===== src/rtl/fft8_twiddle_sched.sv =====
// Index/twiddle sequencer for the shared complex multiplier of an 8-point radix-2 DIT FFT.
// Optional macro FFT8_STAGE_BARRIER_EN adds wb_done and a per-stage writeback barrier.
module fft8_twiddle_sched #(
    parameter int W_WIDTH   = 16,
    parameter int FRAC_BITS = 8
) (
    input  logic                      clk,
    input  logic                      reset,
    input  logic                      start,
`ifdef FFT8_STAGE_BARRIER_EN
    input  logic                      wb_done,
`endif
    output logic                      busy,
    output logic                      done,
    output logic                      op_valid,
    input  logic                      op_ready,
    output logic [1:0]                op_stage,
    output logic [2:0]                op_top,
    output logic [2:0]                op_bot,
    output logic [1:0]                op_tw_idx,
    output logic signed [W_WIDTH-1:0] W_real,
    output logic signed [W_WIDTH-1:0] W_imag,
    output logic [1:0]                state_dbg
);

    // Handshake: an op transfers on a rising edge where op_valid & op_ready; until
    // then every op_* and W_* field holds, and op_valid only falls on transfer or reset.

`ifdef FFT8_STAGE_BARRIER_EN
    typedef enum logic [1:0] {
        S_IDLE    = 2'd0,
        S_ISSUE   = 2'd1,
        S_DONE    = 2'd2,
        S_WAIT_WB = 2'd3
    } state_t;
`else
    typedef enum logic [1:0] {
        S_IDLE  = 2'd0,
        S_ISSUE = 2'd1,
        S_DONE  = 2'd2
    } state_t;
`endif

    localparam int ONE        = 1 << FRAC_BITS;
    localparam int HALF_SQRT2 = int'(0.7071067811865476 * real'(ONE));

    state_t state;
    state_t state_next;

    logic [1:0] s;
    logic [1:0] b;
    logic [1:0] s_next;
    logic [1:0] b_next;
    logic       load;
    logic       op_valid_next;
    logic       busy_next;
    logic       done_next;
    logic       accept;

    logic [2:0] h3;
    logic [2:0] pos3;
    logic [2:0] grp3;
    logic [2:0] top3;
    logic [2:0] bot3;
    logic [1:0] k2;
    logic signed [W_WIDTH-1:0] tw_re;
    logic signed [W_WIDTH-1:0] tw_im;

`ifdef FFT8_STAGE_BARRIER_EN
    logic [2:0] wb_cnt;
    logic [2:0] wb_cnt_next;
    logic       wb_reached;
`endif

    assign accept    = op_valid & op_ready;
    assign state_dbg = state;

`ifdef FFT8_STAGE_BARRIER_EN
    // The pulse arriving this cycle counts toward the barrier, so release is one cycle after it.
    assign wb_reached = ({1'b0, wb_cnt} + {3'b000, wb_done}) >= 4'd4;
`endif

    always_comb begin
        state_next    = state;
        s_next        = s;
        b_next        = b;
        load          = 1'b0;
        op_valid_next = op_valid;
        busy_next     = busy;
        done_next     = 1'b0;
`ifdef FFT8_STAGE_BARRIER_EN
        wb_cnt_next   = wb_cnt;
`endif
        case (state)
            S_IDLE: begin
                if (start) begin
                    state_next    = S_ISSUE;
                    s_next        = 2'd0;
                    b_next        = 2'd0;
                    load          = 1'b1;
                    op_valid_next = 1'b1;
                    busy_next     = 1'b1;
`ifdef FFT8_STAGE_BARRIER_EN
                    wb_cnt_next   = 3'd0;
`endif
                end
            end
            S_ISSUE: begin
`ifdef FFT8_STAGE_BARRIER_EN
                if (wb_done && wb_cnt != 3'd7) begin
                    wb_cnt_next = wb_cnt + 3'd1;
                end
`endif
                if (accept) begin
                    if (b == 2'd3) begin
                        if (s == 2'd2) begin
                            state_next    = S_DONE;
                            op_valid_next = 1'b0;
                            busy_next     = 1'b0;
                            done_next     = 1'b1;
                        end else begin
                            s_next = s + 2'd1;
                            b_next = 2'd0;
`ifdef FFT8_STAGE_BARRIER_EN
                            state_next    = S_WAIT_WB;
                            op_valid_next = 1'b0;
`else
                            load          = 1'b1;
`endif
                        end
                    end else begin
                        b_next = b + 2'd1;
                        load   = 1'b1;
                    end
                end
            end
`ifdef FFT8_STAGE_BARRIER_EN
            S_WAIT_WB: begin
                if (wb_reached) begin
                    state_next    = S_ISSUE;
                    load          = 1'b1;
                    op_valid_next = 1'b1;
                    wb_cnt_next   = 3'd0;
                end else if (wb_done && wb_cnt != 3'd7) begin
                    wb_cnt_next = wb_cnt + 3'd1;
                end
            end
`endif
            S_DONE: begin
                state_next = S_IDLE;
            end
            default: begin
                state_next = S_IDLE;
            end
        endcase
    end

    // Butterfly geometry for the op about to be loaded: h = 1<<s, pos = b&(h-1), grp = b>>s.
    always_comb begin
        h3   = 3'b001 << s_next;
        pos3 = {1'b0, b_next} & (h3 - 3'd1);
        grp3 = {1'b0, b_next} >> s_next;
        top3 = (grp3 << (s_next + 2'd1)) + pos3;
        bot3 = top3 + h3;
        k2   = pos3[1:0] << (2'd2 - s_next);
    end

    // W8^k = cos(2*pi*k/8) - j*sin(2*pi*k/8), scaled by 2^FRAC_BITS.
    always_comb begin
        tw_re = '0;
        tw_im = '0;
        case (k2)
            2'd0: begin
                tw_re = W_WIDTH'(ONE);
                tw_im = '0;
            end
            2'd1: begin
                tw_re = W_WIDTH'(HALF_SQRT2);
                tw_im = W_WIDTH'(-HALF_SQRT2);
            end
            2'd2: begin
                tw_re = '0;
                tw_im = W_WIDTH'(-ONE);
            end
            default: begin
                tw_re = W_WIDTH'(-HALF_SQRT2);
                tw_im = W_WIDTH'(-HALF_SQRT2);
            end
        endcase
    end

    always_ff @(posedge clk) begin
        if (reset) begin
            state     <= S_IDLE;
            s         <= 2'd0;
            b         <= 2'd0;
            busy      <= 1'b0;
            done      <= 1'b0;
            op_valid  <= 1'b0;
            op_stage  <= 2'd0;
            op_top    <= 3'd0;
            op_bot    <= 3'd0;
            op_tw_idx <= 2'd0;
            W_real    <= '0;
            W_imag    <= '0;
        end else begin
            state    <= state_next;
            s        <= s_next;
            b        <= b_next;
            busy     <= busy_next;
            done     <= done_next;
            op_valid <= op_valid_next;
            if (load) begin
                op_stage  <= s_next;
                op_top    <= top3;
                op_bot    <= bot3;
                op_tw_idx <= k2;
                W_real    <= tw_re;
                W_imag    <= tw_im;
            end
        end
    end

`ifdef FFT8_STAGE_BARRIER_EN
    always_ff @(posedge clk) begin
        if (reset) begin
            wb_cnt <= 3'd0;
        end else begin
            wb_cnt <= wb_cnt_next;
        end
    end
`endif

endmodule


===== config.mk =====
export PLATFORM = sky130hd
export DESIGN_NAME = fft8_twiddle_sched
export DESIGN_NICKNAME = d
export VERILOG_FILES = /design/src/rtl/fft8_twiddle_sched.sv
export SDC_FILE = /design/constraint.sdc
export NUM_CORES = 1
export LEC_CHECK = 0
export CAP_MARGIN = 5
export CORE_ASPECT_RATIO = 1.1
export CORE_MARGIN = 2
export CORE_UTILIZATION = 25
export DETAILED_ROUTE_END_ITERATION = 12
export GPL_TIMING_DRIVEN = 0
export PLACE_DENSITY = 0.6
export SYNTH_ARGS = -nofsm -noshare
export SYNTH_HDL_FRONTEND = slang
export SYNTH_SLANG_ARGS = --single-unit

===== constraint.sdc =====
create_clock -name clk -period 3.71 [get_ports clk]
set_clock_uncertainty 0.05 [all_clocks]
set_input_delay 0.742 -clock clk [delete_from_list [all_inputs] [get_ports clk]]
set_output_delay 0.742 -clock clk [all_outputs]
set_load 0.1 [all_outputs]

==> results.sh <==
export IMPL_critPathRequiredTime_ns=3.84
export IMPL_dr_pass1_iters=4
export IMPL_nets=260
export IMPL_finalMaxSlewViolations=0
export IMPL_htree_levels=1
export IMPL_cts_max_path_buffers=2
export IMPL_cellLeakagePower_nw=0.950
export IMPL_first_global_vias=1271
export IMPL_multi_input_area_um2=872
export IMPL_cts_tree="yes"
export IMPL_crit_path_top_delay_cell="fa_1"
export IMPL_netlist_cell_type_count=43
export IMPL_drt_total_wl_mm=3.51
export IMPL_syn2layout_area_growth_pct=55.7
export IMPL_cts_buffers=3
export IMPL_hp_class="flop to flop"
export IMPL_end_kind="flop"
export IMPL_powerDensity_mw_per_mm2=273
export IMPL_path_max_fanout=8
export IMPL_ant_nets=0
export IMPL_core_area_mm2=0.00581
export IMPL_tightest_slew_ns=0.983
export IMPL_hold_violations=0
export IMPL_gp_congestion=0.815
export IMPL_ctsHoldBuffers=0
export IMPL_cp_arrival_ns=3.68
export IMPL_setup_violations=0
export IMPL_critical_path_class="primary input to flop"
export IMPL_place_hpwl_mm=2.55
export IMPL_vias=1378
export IMPL_die_area_mm2=0.00665
export IMPL_clk_pin_slew_worst_paths_ns=0.08
export IMPL_drc_errors=0
export IMPL_antenna_found_initial=0
export IMPL_grt_max_degree=13
export IMPL_routedWlPerCell_um=11.0
export IMPL_ios=51
export IMPL_total_power_uw=639
export IMPL_fp_dieW_um=78.0
export IMPL_ys_flop_type="dfxtp_1"
export IMPL_drt_iter0_markers=64
export IMPL_die_height_um=85.3
export IMPL_slew_headroom=0.343
export IMPL_holdWs_ns=0.412
export IMPL_cap_viol_max_count=0
export IMPL_overflow=0
export IMPL_grt_use_total=0.109
export IMPL_diodes=0
export IMPL_fillers=584
export IMPL_place_worst_setup_slack_ns=-0.636
export IMPL_slowest_delay_ns=0.58
export IMPL_fmax_ghz=0.282
export IMPL_crit_chain="clkdlybuf4s15_2 -> nand2b_1 -> buf_6 -> a21o_1 -> buf_4 -> a22oi_4 -> or4b_4 -> fa_1 -> inv_2 -> fa_2 -> xor2_2 -> nor3_2 -> nand4_1 -> o311ai_2"
export IMPL_numClockSinks=22
export IMPL_dp_cells=300
export IMPL_clockRootBuffer="clkbuf_8"
export IMPL_vias_per_cell=4.32
export IMPL_fin_crit_ns=3.55
export IMPL_drive_gt1_frac=0.318
export IMPL_postSynthCellCount=174
export IMPL_async_flop_share=0
export IMPL_final_util=0.403
export IMPL_fin_cells=319
export IMPL_peakVddDrop_uv=194
export IMPL_setup_ws_ns=0.160
export IMPL_yosysWarnings=0
export IMPL_regArea_um2=453
export IMPL_synth_edff_count=0
export IMPL_start_util=0.259
export IMPL_syn_area_mm2=0.00150
export IMPL_clk_latency_ns=0.26
export IMPL_synth_avg_cell_area_um2=8.64
export IMPL_fin_crit_sh=0.957
export IMPL_ys_seq_area_frac=0.293
export IMPL_grt_pass1_wl_mm=5.92
export IMPL_port_buffers=46
export IMPL_num_rows=29
export IMPL_synth_seq_cells=22
export IMPL_worstSetupStartpointType="primary input"
export IMPL_status="complete, no violations"
metal layers:
metal	part of all wire	up-vias	track usage	routed length, µm
met3	0.044	4	0.0213	155
met5	0	-	0	0
met2	0.52	27	0.190	1820
met4	0.012	0	0.0367	42
li1	-	699	-	-
met1	0.42	648	0.134	1490
worst max-delay path: cells and delay by family:
family | cells | cell delay, ns
buffers and inverters | 4 | 0.48
adders and majority gates | 2 | 0.93
and+or+nand+nor | 4 | 0.84
AOI/OAI and AO/OA | 3 | 0.51
xor gates and xnor gates | 1 | 0.17
stage by stage:
| stage | instance area [µm²] | setup TNS [ns] |
|---|---|---|
| 3_5_place_dp | 2110 | -1.02 |
| 4_1_cts | 2240 | 0 |
| 6_report | 2340 | 0 |
| 5_1_grt | 2340 | -0.00776 |
| 2_1_floorplan | 1550 | 0 |
| 3_3_place_gp | 2110 | -1.02 |
registers in the layout, indices dropped and copies added, names as in the netlist:
| signal | count |
|---|---|
| W_imag | 1 |
| W_real | 3 |
| b | 2 |
| done | 1 |
| op_bot | 3 |
| op_stage | 2 |
| op_top | 3 |
| op_tw_idx | 2 |
| op_valid | 1 |
| s | 2 |
| state_dbg | 2 |
power by group:
group / switching, mW / total, mW / leakage, nW / internal [mW]
clock: 0.0799 / 0.175 / 0.0288 / 0.0946
combinational: 0.160 / 0.213 / 0.740 / 0.0526
sequential: 0.00803 / 0.251 / 0.182 / 0.243
total: 0.248 / 0.639 / 0.950 / 0.391
area by class of cell:
cell class / count / share of cell area
multi-input cells: 112 / 0.373
plain buffers: 35 / 0.107
well taps: 77 / 0.0412
repair buffers: 62 / 0.248
flip-flops and latches: 22 / 0.193
inverters: 7 / 0.0144
clock buffers: 4 / 0.0235
synth_stat cells (all sizes together) (2+ instances only):
master,number,share of area
a22oi,2,0.019
o21ai,2,0.0067
nor3,4,0.013
nand2b,4,0.017
and3,3,0.012
nor2,11,0.027
nand2,20,0.050
o311ai,2,0.017
ha,11,0.092
buf,33,0.16
a21o,3,0.020
nand3,4,0.013
a21oi,9,0.030
fa,2,0.027
xnor2,2,0.012
a211oi,6,0.030
o211ai,3,0.018
nand4,4,0.017
nor4b,2,0.012
dfxtp,22,0.29
nor3b,2,0.010
clkbuf,3,0.0075
inv,6,0.015
and2,2,0.0083
path summary, 6_finish.rpt:
path	startpoint	end	slack (ns)	depth (start not counted)
hold reg to reg	op_bot[1]$_SDFFE_PP0P_	op_bot[1]$_SDFFE_PP0P_	0.41	2
hold / removal	op_bot[1]$_SDFFE_PP0P_	op_bot[1]$_SDFFE_PP0P_	0.41	2
setup / recovery	start	op_bot[2]$_SDFFE_PP0P_	0.16	14
setup reg to reg	b[1]$_SDFF_PP0_	op_bot[2]$_SDFFE_PP0P_	0.28	13
layout by cell type (no fill, tap or decap), types with 2 or more instances in the layout:
master,instances
a21oi_1,9
and2_1,2
nand3_1,4
dfxtp_4,3
and3_1,3
ha_4,3
buf_6,2
clkbuf_1,2
nand4_1,4
nor4b_1,2
a211oi_1,6
clkdlybuf4s50_1,44
nor3_1,2
inv_1,5
nand2_1,20
nor2_1,10
o21ai_0,2
nand2b_1,4
buf_2,3
ha_1,8
nor3_2,2
conb_1,4
buf_4,44
a21o_1,2
clkbuf_8,4
dfxtp_1,18
o211ai_1,2
logic make-up after synthesis:
logic type               after synthesis  share of synthesized area
AO/OA/AOI/OAI                         29                      0.152
XOR/XNOR                               3                     0.0175
adder cells (fa/ha/maj)               13                      0.118
buffers and inverters                 43                      0.190
flip-flops                            22                      0.293
other                                  1                    0.00249
AND/OR/NAND/NOR                       63                      0.227
what timing repair did:
action,in CTS,in global routing
setup endpoints to repair,2,1
hold endpoints to repair,0,0
setup buffers,9,7
gates resized for setup,12,12
pin swaps,9,10
No activity file was read; power rests on OpenSTA's default activity.
